==> src/rtl/uart_word_sequencer_pkg.sv <==
// Shared encodings for the UART word sequencer: byte-class tags, FSM states
// and default widths.
package uart_word_sequencer_pkg;

  localparam int DEF_BYTE_WIDTH = 8;
  localparam int DEF_WORD_WIDTH = 13;
  localparam int DEF_ADDR_WIDTH = 5;

  // Tags taken from the top bits of each received byte.
  localparam logic [1:0] TAG_ADDR = 2'b11;
  localparam logic [1:0] TAG_HIGH = 2'b10;
  localparam logic       TAG_LOW  = 1'b0;

  typedef enum logic [1:0] {
    ST_IDLE   = 2'd0,
    ST_UNLOAD = 2'd1,
    ST_GAP    = 2'd2,
    ST_DECODE = 2'd3
  } state_e;

  typedef enum logic [1:0] {
    CLS_ADDR = 2'd0,
    CLS_LOW  = 2'd1,
    CLS_HIGH = 2'd2
  } byte_class_e;

endpackage

==> src/rtl/uart_word_sequencer_if.sv <==
// Bundle between the UART receive FIFO, the sequencer and the register file,
// plus the sequencer state for observation.
interface uart_word_sequencer_if
  import uart_word_sequencer_pkg::*;
#(
  parameter int BYTE_WIDTH = DEF_BYTE_WIDTH,
  parameter int WORD_WIDTH = DEF_WORD_WIDTH,
  parameter int ADDR_WIDTH = DEF_ADDR_WIDTH
);

  // Handshake: byte_rdy is a level meaning din holds a valid FIFO head byte;
  // a one-cycle unload_uart pulse pops it, and din/byte_rdy then reflect the
  // next entry. wr_en is a one-cycle strobe with wr_addr/wr_data valid only
  // while it is high; the register file has no back-pressure.
  logic                  byte_rdy;
  logic [BYTE_WIDTH-1:0] din;
  logic                  unload_uart;
  logic                  wr_en;
  logic [ADDR_WIDTH-1:0] wr_addr;
  logic [WORD_WIDTH-1:0] wr_data;
  logic                  busy;
  logic [7:0]            err_cnt;
  state_e                state;

  modport slave (
    input  byte_rdy, din,
    output unload_uart, wr_en, wr_addr, wr_data, busy, err_cnt, state
  );

  modport master (
    output byte_rdy, din,
    input  unload_uart, wr_en, wr_addr, wr_data, busy, err_cnt, state
  );

endinterface

==> src/rtl/uart_frame_decode.sv <==
// Combinational classification of a received byte into ADDR / LOW / HIGH
// and extraction of the payload fields.
module uart_frame_decode
  import uart_word_sequencer_pkg::*;
#(
  parameter int BYTE_WIDTH = DEF_BYTE_WIDTH,
  parameter int ADDR_WIDTH = DEF_ADDR_WIDTH
) (
  input  logic [BYTE_WIDTH-1:0] din,
  output byte_class_e           cls,
  output logic [ADDR_WIDTH-1:0] addr,
  output logic [6:0]            low_payload,
  output logic [5:0]            high_payload
);

  always_comb begin
    cls = CLS_HIGH;
    if (din[7] == TAG_LOW) begin
      cls = CLS_LOW;
    end else if (din[7:6] == TAG_ADDR) begin
      cls = CLS_ADDR;
    end else if (din[7:6] == TAG_HIGH) begin
      cls = CLS_HIGH;
    end
  end

  assign addr         = din[ADDR_WIDTH-1:0];
  assign low_payload  = din[6:0];
  assign high_payload = din[5:0];

endmodule

==> src/rtl/uart_word_sequencer.sv <==
// Pops bytes from a UART FIFO, pairs LOW/HIGH halves into signed words and
// writes them to auto-incrementing register addresses.
module uart_word_sequencer
  import uart_word_sequencer_pkg::*;
#(
  parameter int BYTE_WIDTH = DEF_BYTE_WIDTH,
  parameter int WORD_WIDTH = DEF_WORD_WIDTH,
  parameter int ADDR_WIDTH = DEF_ADDR_WIDTH,
  parameter int TIMEOUT    = 50000,
  parameter int UNLOAD_GAP = 2
) (
  input  logic                  clk,
  input  logic                  rst,
  uart_word_sequencer_if.slave  bus
);

  localparam int TO_W  = $clog2(TIMEOUT + 1);
  localparam int GAP_W = (UNLOAD_GAP > 1) ? $clog2(UNLOAD_GAP) : 1;

  state_e                state_q, state_d;
  logic [GAP_W-1:0]      gap_q;
  logic [BYTE_WIDTH-1:0] byte_q;
  logic [ADDR_WIDTH-1:0] addr_q;
  logic                  addr_valid_q;
  logic [6:0]            low_q;
  logic                  low_valid_q;
  logic [TO_W-1:0]       to_q;
  logic [7:0]            err_q;

  byte_class_e           cls;
  logic [ADDR_WIDTH-1:0] dec_addr;
  logic [6:0]            dec_low;
  logic [5:0]            dec_high;

  logic capture, timeout_hit, gap_done;
  logic do_write, do_err, do_unload;

  uart_frame_decode #(
    .BYTE_WIDTH(BYTE_WIDTH),
    .ADDR_WIDTH(ADDR_WIDTH)
  ) u_decode (
    .din          (byte_q),
    .cls          (cls),
    .addr         (dec_addr),
    .low_payload  (dec_low),
    .high_payload (dec_high)
  );

  assign capture     = (state_q == ST_IDLE) && bus.byte_rdy;
  assign timeout_hit = (state_q == ST_IDLE) && low_valid_q && (to_q == TO_W'(TIMEOUT));
  assign gap_done    = (gap_q == GAP_W'(UNLOAD_GAP - 1));

  always_ff @(posedge clk) begin
    if (rst) begin
      state_q <= ST_IDLE;
    end else begin
      state_q <= state_d;
    end
  end

  // Strobes are gated by rst so a reset landing in UNLOAD or DECODE neither
  // pops the FIFO nor writes a register.
  always_comb begin
    state_d   = state_q;
    do_unload = 1'b0;
    do_write  = 1'b0;
    do_err    = 1'b0;
    unique case (state_q)
      ST_IDLE: begin
        if (bus.byte_rdy) state_d = ST_UNLOAD;
      end
      ST_UNLOAD: begin
        do_unload = !rst;
        state_d   = ST_GAP;
      end
      ST_GAP: begin
        if (gap_done) state_d = ST_DECODE;
      end
      ST_DECODE: begin
        state_d = ST_IDLE;
        unique case (cls)
          CLS_ADDR: do_err = 1'b0;
          CLS_LOW:  do_err = !addr_valid_q || low_valid_q;
          CLS_HIGH: begin
            do_write = addr_valid_q && low_valid_q && !rst;
            do_err   = !(addr_valid_q && low_valid_q);
          end
          default:  do_err = 1'b0;
        endcase
      end
      default: state_d = ST_IDLE;
    endcase
  end

  always_ff @(posedge clk) begin
    if (rst) begin
      gap_q        <= '0;
      byte_q       <= '0;
      addr_q       <= '0;
      addr_valid_q <= 1'b0;
      low_q        <= '0;
      low_valid_q  <= 1'b0;
      to_q         <= '0;
      err_q        <= '0;
    end else begin
      if (capture) byte_q <= bus.din;

      if (state_q == ST_UNLOAD) begin
        gap_q <= '0;
      end else if (state_q == ST_GAP) begin
        gap_q <= gap_q + GAP_W'(1);
      end

      // Idle-time watchdog for a LOW byte waiting on its HIGH half.
      if (capture || !low_valid_q || timeout_hit) begin
        to_q <= '0;
      end else if (state_q == ST_IDLE) begin
        to_q <= to_q + TO_W'(1);
      end

      if (timeout_hit) low_valid_q <= 1'b0;

      if (state_q == ST_DECODE) begin
        unique case (cls)
          CLS_ADDR: begin
            addr_q       <= dec_addr;
            addr_valid_q <= 1'b1;
            low_valid_q  <= 1'b0;
          end
          CLS_LOW: begin
            if (addr_valid_q) begin
              low_q       <= dec_low;
              low_valid_q <= 1'b1;
            end
          end
          CLS_HIGH: begin
            if (do_write) begin
              low_valid_q <= 1'b0;
              addr_q      <= addr_q + ADDR_WIDTH'(1);
            end
          end
          default: low_valid_q <= low_valid_q;
        endcase
      end

      if ((do_err || timeout_hit) && (err_q != 8'hFF)) err_q <= err_q + 8'd1;
    end
  end

  assign bus.unload_uart = do_unload;
  assign bus.wr_en       = do_write;
  assign bus.wr_addr     = do_write ? addr_q : '0;
  assign bus.wr_data     = do_write ? WORD_WIDTH'($signed({dec_high, low_q})) : '0;
  assign bus.busy        = (state_q != ST_IDLE);
  assign bus.err_cnt     = err_q;
  assign bus.state       = state_q;

endmodule

==> src/flat_wrapper.sv <==
// flat-port wrapper written by rule: the top's interface ports become plain ports
module uart_word_sequencer_flat import uart_word_sequencer_pkg::*;
#(
  parameter int BYTE_WIDTH = DEF_BYTE_WIDTH,
  parameter int WORD_WIDTH = DEF_WORD_WIDTH,
  parameter int ADDR_WIDTH = DEF_ADDR_WIDTH,
  parameter int TIMEOUT    = 50000,
  parameter int UNLOAD_GAP = 2
)
  (clk, rst, bus_byte_rdy, bus_din, bus_unload_uart, bus_wr_en, bus_wr_addr, bus_wr_data, bus_busy, bus_err_cnt, bus_state);
  uart_word_sequencer_if #(.BYTE_WIDTH(BYTE_WIDTH), .WORD_WIDTH(WORD_WIDTH), .ADDR_WIDTH(ADDR_WIDTH)) bus_i ();
  input  logic clk;
  input  logic rst;
  input wire logic [$bits(bus_i.byte_rdy)-1:0] bus_byte_rdy;
  input wire logic [$bits(bus_i.din)-1:0] bus_din;
  output wire logic [$bits(bus_i.unload_uart)-1:0] bus_unload_uart;
  output wire logic [$bits(bus_i.wr_en)-1:0] bus_wr_en;
  output wire logic [$bits(bus_i.wr_addr)-1:0] bus_wr_addr;
  output wire logic [$bits(bus_i.wr_data)-1:0] bus_wr_data;
  output wire logic [$bits(bus_i.busy)-1:0] bus_busy;
  output wire logic [$bits(bus_i.err_cnt)-1:0] bus_err_cnt;
  output wire logic [$bits(bus_i.state)-1:0] bus_state;
  assign bus_i.byte_rdy = bus_byte_rdy;
  assign bus_i.din = bus_din;
  assign bus_unload_uart = bus_i.unload_uart;
  assign bus_wr_en = bus_i.wr_en;
  assign bus_wr_addr = bus_i.wr_addr;
  assign bus_wr_data = bus_i.wr_data;
  assign bus_busy = bus_i.busy;
  assign bus_err_cnt = bus_i.err_cnt;
  assign bus_state = bus_i.state;
  uart_word_sequencer #(.BYTE_WIDTH(BYTE_WIDTH), .WORD_WIDTH(WORD_WIDTH), .ADDR_WIDTH(ADDR_WIDTH), .TIMEOUT(TIMEOUT), .UNLOAD_GAP(UNLOAD_GAP)) u_core (.clk(clk), .rst(rst), .bus(bus_i));
endmodule
==> config.mk <==
export PLATFORM = sky130hd
export DESIGN_NAME = uart_word_sequencer_flat
export DESIGN_NICKNAME = d
export VERILOG_FILES = /design/src/rtl/uart_word_sequencer_pkg.sv /design/src/rtl/uart_word_sequencer_if.sv /design/src/rtl/uart_frame_decode.sv /design/src/rtl/uart_word_sequencer.sv /design/src/flat_wrapper.sv
export SDC_FILE = /design/constraint.sdc
export NUM_CORES = 1
export LEC_CHECK = 0
export CORE_MARGIN = 2
export CORE_UTILIZATION = 55
export DETAILED_ROUTE_END_ITERATION = 12
export MAX_ROUTING_LAYER = met4
export PLACE_DENSITY = 0.82
export SLEW_MARGIN = 5
export SYNTH_ARGS = -nofsm -noshare
export SYNTH_HDL_FRONTEND = slang
export SYNTH_SLANG_ARGS = --single-unit
==> constraint.sdc <==
create_clock -name clk -period 4.6 [get_ports clk]
set_input_delay 0.46 -clock clk [delete_from_list [all_inputs] [get_ports clk]]
set_output_delay 0.46 -clock clk [all_outputs]
set_load 0.05 [all_outputs]
After elaboration in Yosys (flattened, before gate mapping) --
Index checks and enable logic that the tools add are counted. W data, S select, Z words.
Storage, ports and cells: register bits 49, bits of input ports 11, output and inout bits 31, logic and storage cells 68
Cells by class: $add $sub $neg 4, eq/ne operators 12, multiplexer cells 19, reductions and logical operators 24
Operator list (number):
- $add A16 B1 Y16 const B | 1
- $eq A16 B16 Y1 const B | 1
- $mux W13 | 1
- $mux W5 | 2
- $pmux W5 S2 | 1
- $add A8 B1 Y8 const B | 1
- $eq A2 B2 Y1 const B | 4
- $mux W1 | 8
- $mux W2 | 4
- $ne A8 B8 Y1 const B | 1
- $pmux W2 S4 | 1
- $logic_and A1 B1 Y1 | 6
- $reduce_and A3 Y1 | 2
- $add A5 B1 Y5 const B | 1
- $eq A2 B1 Y1 const B | 2
- $logic_not A1 Y1 | 4
- $logic_not A2 Y1 | 2
- $logic_or A1 B1 Y1 | 4
- $ne A2 B1 Y1 const B | 2
- $ne A4 B4 Y1 const B | 1
- $reduce_and A2 Y1 | 2
- $reduce_bool A2 Y1 | 2
- $reduce_or A2 Y1 | 2
- $pmux W1 S3 | 1
- other kinds (3) | 3

Depth between registers and ports, before layout --
Gate-level depths: netlist (run 1).
depth in word-level cells 9, depth in mapped cells 9, gate-level depth less buffers 7

Cells and area by module --
A second synthesis (run 1) with hierarchy kept.
Second synthesis, totals: cell total of the unflattened synthesis 320, area, all modules 2717.6 um2
By module, submodules not included:
- uart_word_sequencer | instances 1, cells an instance 300, area each 2565.0 um2, sequential area each 980.9 um2
- uart_frame_decode | instances 1, cells an instance 20, area each 152.6 um2, sequential area each 0.0 um2

Worst setup path before layout (run 1) --
No wires, ideal clock.
path type register -> output, start register u_core.state_q[1] (netlist: u_core.bus.state[1]), end output bus_wr_addr[0], data arrival time 2.682 ns, data required time 4.140 ns, setup slack 1.458 ns, stages on the path, launching flop included 6, path buffers 1, cell sequence dfxtp_1 -> ha_1 -> and4b_1 -> nor2b_1 -> clkbuf_1 -> and2_1
Between the ends: cells in the longest elaborated chain, start to end 3
RTL lines:
- start, declared | line uart_word_sequencer.sv:20 | state_e state_q, state_d;
- start signal, assigned | line uart_word_sequencer.sv:57 | state_q <= state_d;
- $eq A2 B2 Y1 | line uart_word_sequencer.sv:68 | unique case (state_q)
- $mux W1 | line uart_word_sequencer.sv:68
- named net bus_wr_en | line flat_wrapper.sv:17 | output wire logic [$bits(bus_i.wr_en)-1:0] bus_wr_en;
- $mux W5 | line uart_word_sequencer.sv:152 | assign bus.wr_addr = do_write ? addr_q : '0;
- end, declared | line flat_wrapper.sv:18 | output wire logic [$bits(bus_i.wr_addr)-1:0] bus_wr_addr;
The timed path passes the listed nets, and every way through them passes these cells.

Final worst setup path (run 1) --
start register u_core.state_q[0] (netlist: u_core.bus.state[0]), end output bus_wr_data[6]
Between the ends: cells in the longest elaborated chain, start to end 3
RTL lines:
- $eq A2 B2 Y1 | line uart_word_sequencer.sv:68
- $mux W1 | line uart_word_sequencer.sv:68
- $mux W13 | line uart_word_sequencer.sv:153 | assign bus.wr_data = do_write ? WORD_WIDTH'($signed({dec_high, low_q})) : '0;
- end, declared | line flat_wrapper.sv:19 | output wire logic [$bits(bus_i.wr_data)-1:0] bus_wr_data;
Every way passes these cells.

==> metrics, run 1 <==
routed via count 2106; Worst-Margin Slew 0.8401 ns; Starting Density 0.5629; die area 4941 um^2; largest stage delay on the critical path 0.80 ns; CTS root buffer clkbuf_8; drt pass-1 iters 4; Final Hold Fails 0; worst endpoint required time 4.14 ns; H-tree depth 2; yosys warns 0; Syn Area/Cell 8.194 um^2; CTS Hold Buffers Added 0; worst-case clock buffer depth 2; status finished clean; n_diodes 0; Reg clk slew, reported paths 0.09 ns; vias in the first global route 1983; Multi-input gate area 1353 um^2; Chip Width 70.30 um; die span in y 70.30 um; max_cap viols 0; first-pass GRT wire length 8756 um; Worst path slowest cell clkdlybuf4s50_1; worst hold slack 0.4549 ns; P&R area growth vs syn 23.03%; gr ovfl total 0; antenna violations before repair 0; syn nets 315; Synth Instances 295; RD Place Congestion 0.7697; Initial DRC Count 81; Worst Hold Depth 2; Leakage 0.001050 uW; clock latency on the worst-skew pair 0.29 ns; largest net degree at the start of global routing 41; hpwl dp 3571 um; worst-path cell chain ha_1, and4b_1, nor2b_1, and2_1, clkdlybuf4s50_1; flops & latches, synth 49; startpoint types flop; total area of sequential cells 980.9 um^2; TritonCTS Buffers 5; Synth area leader dfxtp_1; Wirelength per Cell 12.75 um; DRC viols 0; Setup crit end kind output port; post-layout power 1036 uW; max-slew violations 0; sequential area share after synthesis 0.4058; unique cell type count in the Yosys netlist 41; placed instance count 378; FMAX 0.2853 GHz; ys async rst share 0; fin cells 386; largest cells by area after synthesis dfxtp_1 41%, a21oi_1 5.8%, nand2_1 5.3%, and2_1 4.7%, ha_1 4.7%; port bufs 41; Routed WL 4920 um; fraction of layout instances using a drive strength above 1 0.05090; RSZ-0062 raised after global routing false; min Tclk post-route 3.505 ns; Total GRT Usage 0.2187; clk sinks 49; Pwr Density 348.3 nW/um^2; Critical Path AT 3.04 ns; nets 353; Max FO, Critical Path 19; VDD IR max 0.1595 mV; clock skew 0.008161 ns; total core area 4294 um^2; Rel. slew slack 0.4388; Synth Cell Area 2417 um^2; CTS tree done; Post-synth EDFFs 0; Total Neg Setup Slack 0 ns; kind of critical path reg -> out; # fillers 389; num ports 42; Most used DFF post-synth dfxtp_1; Min-Delay Path Class reg -> reg; crit share post-route 0.7619; Setup-failing EPs final 0; Synth top area share 0.4058; Vias/cell 5.456; antenna-violating nets left 0; r2r worst-path depth 7; Post-CTS Resized 0; row count 24; post-CTS setup buffers 0
[cells in the final DEF, fill, tap and decap left out, types with 2 or more instances in the layout]
master and count:
o21ai_0 6, clkdlybuf4s50_1 41, nor2_1 30, nor2b_1 10, dfxtp_1 49, nand2b_1 3, and2_1 18, xnor2_1 7
nand4_1 7, o31ai_1 2, nand3_1 19, and3_1 5, nand2_1 34, mux2i_1 3, or3_4 2, inv_1 9
xor2_1 9, ha_1 9, clkbuf_8 6, a21oi_1 28, mux2_1 3, mux2_2 2, a311oi_1 2, or2_2 2
nor3_1 11
[final cells by class]
class / count / area share
multi-input cells: 225 / 0.4548
flip-flops and latches: 49 / 0.3298
repair buffers: 42 / 0.1405
clock buffers: 6 / 0.02777
well taps: 52 / 0.02188
clock inverters: 2 / 0.01262
inverters: 10 / 0.01262
[layer usage]
layer | vias up | GRT usage | wire [um]
met1 | 974 | 0.2690 | 2281
met3 | 7 | 0.04906 | 165
met5 | - | - | 0
met2 | 43 | 0.3648 | 2426
li1 | 1082 | - | -
met4 | 0 | 0.05342 | 47
[cells in the mapped netlist (all sizes together), types with 6 or more instances]
cell	instances
nand3	19
a21oi	28
buf	6
o21ai	6
dfxtp	49
nor3	11
nand4	7
and2	18
nor2	30
xnor2	7
nand2	34
inv	10
xor2	9
nor2b	10
ha	9
[power breakdown]
part | switching [uW] | internal [uW] | leakage [uW]
sequential | 27.2 | 446 | 0.000396
clock | 139 | 177 | 0.0000574
combinational | 160 | 87.4 | 0.000596
[registers in the layout, summed over array words and instances, names as in the netlist]
name,count
u_core.low_q,7
u_core.to_q,16
u_core.low_valid_q,1
u_core.bus.state,2
u_core.addr_q,5
u_core.byte_q,8
u_core.addr_valid_q,1
u_core.bus.err_cnt,8
u_core.gap_done,1
[final timing paths]
path / startpoint / endpoint / slack (ns)
max reg2reg: u_core.bus.state[0]$_SDFFE_PP0P_ / u_core.bus.err_cnt[5]$_SDFFE_PP0P_ / 1.97
max: u_core.bus.state[0]$_SDFFE_PP0P_ / bus_wr_data[6] / 1.10
min reg2reg: u_core.low_q[1]$_SDFFE_PP0P_ / u_core.low_q[1]$_SDFFE_PP0P_ / 0.45
min: u_core.low_q[1]$_SDFFE_PP0P_ / u_core.low_q[1]$_SDFFE_PP0P_ / 0.45
[worst max-delay path: cells and delay by family, from the launching register on]
family	cells	cell delay [ns]
fa+ha+maj	1	0.33
flops	1	0.41
buf+inv	1	0.80
simple gates	3	1.21
[per-stage QoR]
stage | worst slack [ns] | utilization | cell area (um^2)
floorplan | 1.458 | - | 2417
global placement | 1.270 | 0.6646 | 2854
detailed placement | 1.217 | 0.6646 | 2854
CTS | 1.076 | 0.6926 | 2974
global route | 0.8146 | 0.6926 | 2974
finish | 1.095 | 0.6926 | 2974
[kinds of logic (layout without fill, tap and decap cells)]
group,count (synthesis),in the layout,synth area share
compound gates,45,45,0.1071
xor+xnor,16,16,0.05797
fa+ha+maj,9,9,0.04658
buf+inv,21,60,0.03467
flops,49,49,0.4058
mux,8,8,0.03571
simple gates,147,147,0.3121
Power figures use the tool's default switching activity.
==> run 2, diff against run 1 <==
CORE_UTILIZATION = 52   (was 55)
PLACE_DENSITY = 0.78   (was 0.82)
clock period = 3.54 ns   (was 4.6 ns; I/O delays follow)
==> metrics, run 2 (synthesis gave the netlist of run 1 again) <==
Chip Width 72.18 um (+2.7%); Setup crit end kind output port; largest net degree at the start of global routing 27 (-34%); antenna violations before repair 0 (unchanged); Starting Density 0.5476 (-0.01532); Buf/Inv on CP 3 (+2); Setup-failing EPs final 0 (unchanged); capture point of the worst reg-to-reg path u_core.bus.err_cnt[5]$_SDFFE_PP0P_; die span in y 72.18 um (+2.7%); fraction of layout instances using a drive strength above 1 0.1131 (+0.06220); post-CTS setup buffers 0 (unchanged); kind of critical path in -> out; sequential power share 0.475 (+0.018); clock network fraction of design power 0.270 (-0.035); CTS root buffer clkbuf_8; max-slew violations 0 (unchanged); startpoint types input port; Total Neg Setup Slack 0 ns (unchanged); Total GRT Usage 0.2100 (-0.008737); logic gate share of total power 0.255 (+0.016); Rel. slew slack 0.6220 (+0.1832); post-layout power 1289 uW (+24%); Initial DRC Count 61 (-25%); worst endpoint required time 3.19 ns (-0.95 ns); Critical Path AT 2.18 ns (-0.86 ns); max_cap viols 0 (unchanged); Final Hold Fails 0 (unchanged); drt pass-1 iters 4 (unchanged); Worst path slowest cell clkdlybuf4s50_1; DRC viols 0 (unchanged); min Tclk post-route 2.531 ns; VDD IR max 0.3516 mV (+120%); TritonCTS Buffers 5 (unchanged); Pwr Density 408.6 nW/um^2 (+17%); internal power 857.8 uW (+21%); first-pass GRT wire length 8438 um (-3.6%); antenna-violating nets left 0 (unchanged); clk sinks 49 (unchanged); CTS Hold Buffers Added 0 (unchanged); grt peak-use layer met2; status finished clean; largest register by flop count u_core.to_q; Worst Hold Depth 2 (unchanged); Routed WL 4969 um (+1.0%); worst-path cell chain clkdlybuf4s50_1, and4b_1, nor2b_1, buf_4, and2_1, buf_12; Wirelength per Cell 12.81 um (+0.48%); clock latency on the worst-skew pair 0.31 ns (+0.02 ns); # fillers 351 (-9.8%); cell family with most CP delay buffers and inverters; met2 Usage GRT 0.3537 (-0.01106); routed via count 2124 (+0.85%); GR met3 Demand/Resource 0.04583 (-0.003229); most common cell after layout, fill and taps aside dfxtp_1; Sw Share 0.3346 (+0.01996); FMAX 0.3951 GHz; RR Startpoint u_core.bus.state[0]$_SDFFE_PP0P_; port bufs 41 (unchanged); RSZ-0062 raised after global routing false; Post-CTS Resized 0 (unchanged); worst-case clock buffer depth 2 (unchanged); crit share post-route 0.7150; RD Place Congestion 0.8175 (+6.2%); num ports 42 (unchanged); worst min-delay path endpoint u_core.low_q[1]$_SDFFE_PP0P_; clock skew 0.008045 ns (-0.0001163 ns); met1 usage 0.2489 (-0.02005); P&R area growth vs syn 30.54%; r2r worst-path depth 7 (unchanged); Max FO, Critical Path 19 (unchanged); total core area 4414 um^2 (+2.8%); H-tree depth 2 (unchanged); Worst-Margin Slew 0.5652 ns (-0.2748 ns); largest stage delay on the critical path 0.69 ns (-0.11 ns); nets 355 (+0.57%); n_diodes 0 (unchanged); max reg flops 16 (unchanged); Critical Path Start rst; die area 5210 um^2 (+5.4%); Min-Delay Path Class reg -> reg; Net Sw Power 431.4 uW (+32%); Vias/cell 5.474 (+0.33%); gr ovfl total 0 (unchanged); Worst Min Path Start u_core.low_q[1]$_SDFFE_PP0P_; row count 24 (unchanged); setup slack, reg-to-reg 1.36 ns (-0.61 ns); vias in the first global route 1928 (-2.8%); CTS tree done; Leakage 0.001144 uW (+8.9%); most frequent cells in the layout 49 x dfxtp_1, 34 x nand2_1, 30 x nor2_1; Reg clk slew, reported paths 0.09 ns (about the same); hpwl dp 3716 um (+4.0%)
## run 2: layout make-up
| class | instances | area [um^2] | area share |
|---|---|---|---|
| Multi-Input combinational cell | 225 | 1353 | 0.4286 |
| Sequential cell | 49 | 980.9 | 0.3109 |
| Timing Repair Buffer | 44 | 623.1 | 0.1975 |
| Clock buffer | 6 | 82.58 | 0.02617 |
| Tap cell | 52 | 65.06 | 0.02062 |
| Inverter | 10 | 37.54 | 0.01190 |
| Clock inverter | 2 | 13.76 | 0.004362 |
## run 2: worst max path at each step
stage                                 to  slack (ns)  cells past startpoint
after floorplan           bus_wr_addr[0]        0.50                      5
after global placement    bus_wr_addr[1]        1.03                      6
after detailed placement  bus_wr_data[7]        0.99                      6
after CTS                 bus_wr_data[7]        0.99                      6
after global routing      bus_wr_data[2]        0.88                      6
final                     bus_wr_data[7]        1.01                      6
## run 2: power groups by stage
stage	Clock, uW	Combinational, uW	Sequential (uW)
after floorplan	0	207	653
after global placement	0	325	626
after detailed placement	0	329	626
after CTS	353	330	613
after global routing	370	360	618
final	348	328	613
## run 2: routing by layer
layer  vias up  share of wire
met5         -              0
met4         0          0.013
met3         6          0.047
met2        41           0.50
met1       993           0.44
li1       1084              -
## run 2: through the flow
step                      worst slack, ns  utilization  area [um^2]  hold slack, ns  std cells
after floorplan                    0.5036            -         2417          0.4317        295
after global placement              1.026       0.6930         3059          0.4384        380
after detailed placement           0.9904       0.6930         3059          0.4491        380
after CTS                          0.9893       0.7149         3156          0.4619        388
after global routing               0.8760       0.7149         3156          0.4889        388
final                               1.009       0.7149         3156          0.4611        388
## run 2: worst reg2reg max path, cell delays in order, from the launching register on
cell and delay [ns]:
dfxtp_1 0.36, inv_1 0.12, ha_1 0.19, inv_2 0.06, or3_4 0.40, or3_4 0.43, a21oi_1 0.19, mux2_1 0.33
==> run 3, diff against run 2 <==
CORE_UTILIZATION = 47   (was 52)
PLACE_DENSITY = 0.74   (was 0.78)
clock period = 2.2 ns   (was 3.54 ns; I/O delays follow)
==> metrics, run 3 (synthesis gave the netlist of run 1 again) <==
worst-path cell chain inv_2, ha_2, inv_6, or3_4, or3_4, a21oi_2, mux2_1; min Tclk post-route 2.097 ns; Total Neg Setup Slack 0 ns (unchanged); antenna violations before repair 0 (unchanged); routed via count 2109 (-0.71%); # fillers 406 (+16%); TritonCTS Buffers 5 (unchanged); max_cap viols 0 (unchanged); P&R area growth vs syn 35.66%; nets 359 (+1.1%); n_diodes 0 (unchanged); Chip Width 75.72 um (+4.9%); port bufs 41 (unchanged); Finished Cell Area 3279 um^2 (+3.9%); total area of sequential cells 988.4 um^2 (+0.77%); Pwr Density 664.8 nW/um^2 (+63%); FMAX 0.4770 GHz; most frequent cells in the layout 47 x dfxtp_1, 34 x nand2_1, 30 x nor2_1; num ports 42 (unchanged); Total GRT Usage 0.2024 (-0.007558); largest net degree at the start of global routing 41 (+52%); fraction of layout instances using a drive strength above 1 0.1824 (+0.06926); VDD IR max 0.5455 mV (+55%); status finished clean; row count 26 (+8.3%); Routed WL 5142 um (+3.5%); max-slew violations 0 (unchanged); worst-case clock buffer depth 2 (unchanged); gr ovfl total 0 (unchanged); Wirelength per Cell 12.54 um (-2.1%); startpoint types flop; kind of critical path reg -> reg; largest register by flop count u_core.to_q; CTS root buffer clkbuf_8; die area 5733 um^2 (+10%); Leakage 0.001179 uW (+3.1%); largest stage delay on the critical path 0.42 ns (-0.27 ns); max reg flops 16 (unchanged); DRC viols 0 (unchanged); antenna-violating nets left 0 (unchanged); Post-Route Utilization 0.6504 (-0.06448); crit share post-route 0.9530; Reg clk slew, reported paths 0.09 ns (about the same); fin cells 410 (+5.7%); H-tree depth 2 (unchanged); clock latency on the worst-skew pair 0.30 ns (about the same); Setup crit end kind flop; CTS tree done; total core area 5042 um^2 (+14%); Initial DRC Count 109 (+79%); Worst-Margin Slew 0.4956 ns (-0.06961 ns); Critical Path AT 2.29 ns (+0.11 ns); post-CTS setup buffers 0 (unchanged); hpwl dp 3897 um (+4.9%); clk sinks 49 (unchanged); Rel. slew slack 0.6686 (+0.04655); Multi-input gate area 1385 um^2 (+2.4%); drt pass-1 iters 4 (unchanged); Setup-failing EPs final 0 (unchanged); Starting Density 0.4794 (-0.06821); RSZ-0062 raised after global routing false; worst endpoint required time 2.39 ns (-0.80 ns); Max FO, Critical Path 5 (-14); die span in y 75.72 um (+4.9%); Worst path slowest cell or3_4; RD Place Congestion 0.8296 (+1.5%); Min-Delay Path Class reg -> reg; DP Area 3154 um^2 (+3.1%); most used cell, CP or3_4; Vias/cell 5.144 (-6.0%); Final Hold Fails 0 (unchanged); clock skew 0.007456 ns (-0.0005888 ns); placed instance count 402 (+5.8%); first-pass GRT wire length 8714 um (+3.3%); vias in the first global route 2042 (+5.9%); most common cell after layout, fill and taps aside dfxtp_1
[run 3: changes by cell type in the layout (fill, tap and decap cells not counted), moves of 3 or more]
cell / before / now
a21oi_2: 0 / 3
and2_1: 18 / 9
a21oi_1: 28 / 25
and2_2: 0 / 9
buf_4: 3 / 7
[run 3: worst paths after layout]
| check | start | end | slack (ns) | cells past startpoint |
|---|---|---|---|---|
| worst min-delay path | u_core.low_q[1]$_SDFFE_PP0P_ | u_core.low_q[1]$_SDFFE_PP0P_ | 0.45 | 2 |
| worst min register to register | u_core.low_q[1]$_SDFFE_PP0P_ | u_core.low_q[1]$_SDFFE_PP0P_ | 0.45 | 2 |
| worst max register to register | u_core.bus.state[0]$_SDFFE_PP0P_ | u_core.bus.err_cnt[3]$_SDFFE_PP0P_ | 0.10 | 7 |
| worst max-delay path | u_core.bus.state[0]$_SDFFE_PP0P_ | u_core.bus.err_cnt[3]$_SDFFE_PP0P_ | 0.10 | 7 |
[run 3: per-stage QoR]
step / power (uW) / hold WS (ns) / setup WS, ns
6_report: 2180 / 0.4544 / 0.1035
5_1_grt: 2290 / 0.4778 / 0.003501
4_1_cts: 2193 / 0.4552 / 0.01224
3_5_place_dp: 1584 / 0.4432 / 0.08220
3_3_place_gp: 1569 / 0.4395 / 0.1258
2_1_floorplan: 1420 / 0.3675 / 0.007965
[run 3: critical path: cells and delay by family, from the launching register on]
family	cells	cell delay [ns]
DFF	1	0.37
adders and majority gates	1	0.22
AOI/OAI and AO/OA	1	0.16
and+or+nand+nor	2	0.81
buffers and inverters	2	0.11
muxes	1	0.32
[run 3: layout make-up]
class / count / share of cell area
multi-input cells: 225 / 0.4224
flip-flops and latches: 49 / 0.3014
well taps: 70 / 0.02671
clock buffers: 8 / 0.03396
repair buffers: 48 / 0.2026
inverters: 10 / 0.01297
[run 3: per-layer routing]
| layer | part of all wire | track usage | up-vias |
|---|---|---|---|
| li1 | - | - | 1094 |
| met1 | 0.44 | 0.2201 | 978 |
| met2 | 0.51 | 0.3681 | 32 |
| met3 | 0.032 | 0.04101 | 5 |
| met4 | 0.013 | 0.06433 | 0 |
| met5 | 0 | - | - |
[run 3: where the power goes]
part | internal [uW] | switching (uW) | leakage, uW | total (uW)
registers | 940 | 58.6 | 0.000397 | 999
clock network | 325 | 291 | 0.0000566 | 616
logic | 220 | 345 | 0.000725 | 565
total | 1490 | 695 | 0.00118 | 2180
[run 3: timing repair]
item | in CTS | in global routing
hold endpoints to repair | 0 | 0
hold buffers | 0 | 0
setup endpoints to repair | 0 | 23
gates resized for setup | 0 | 4
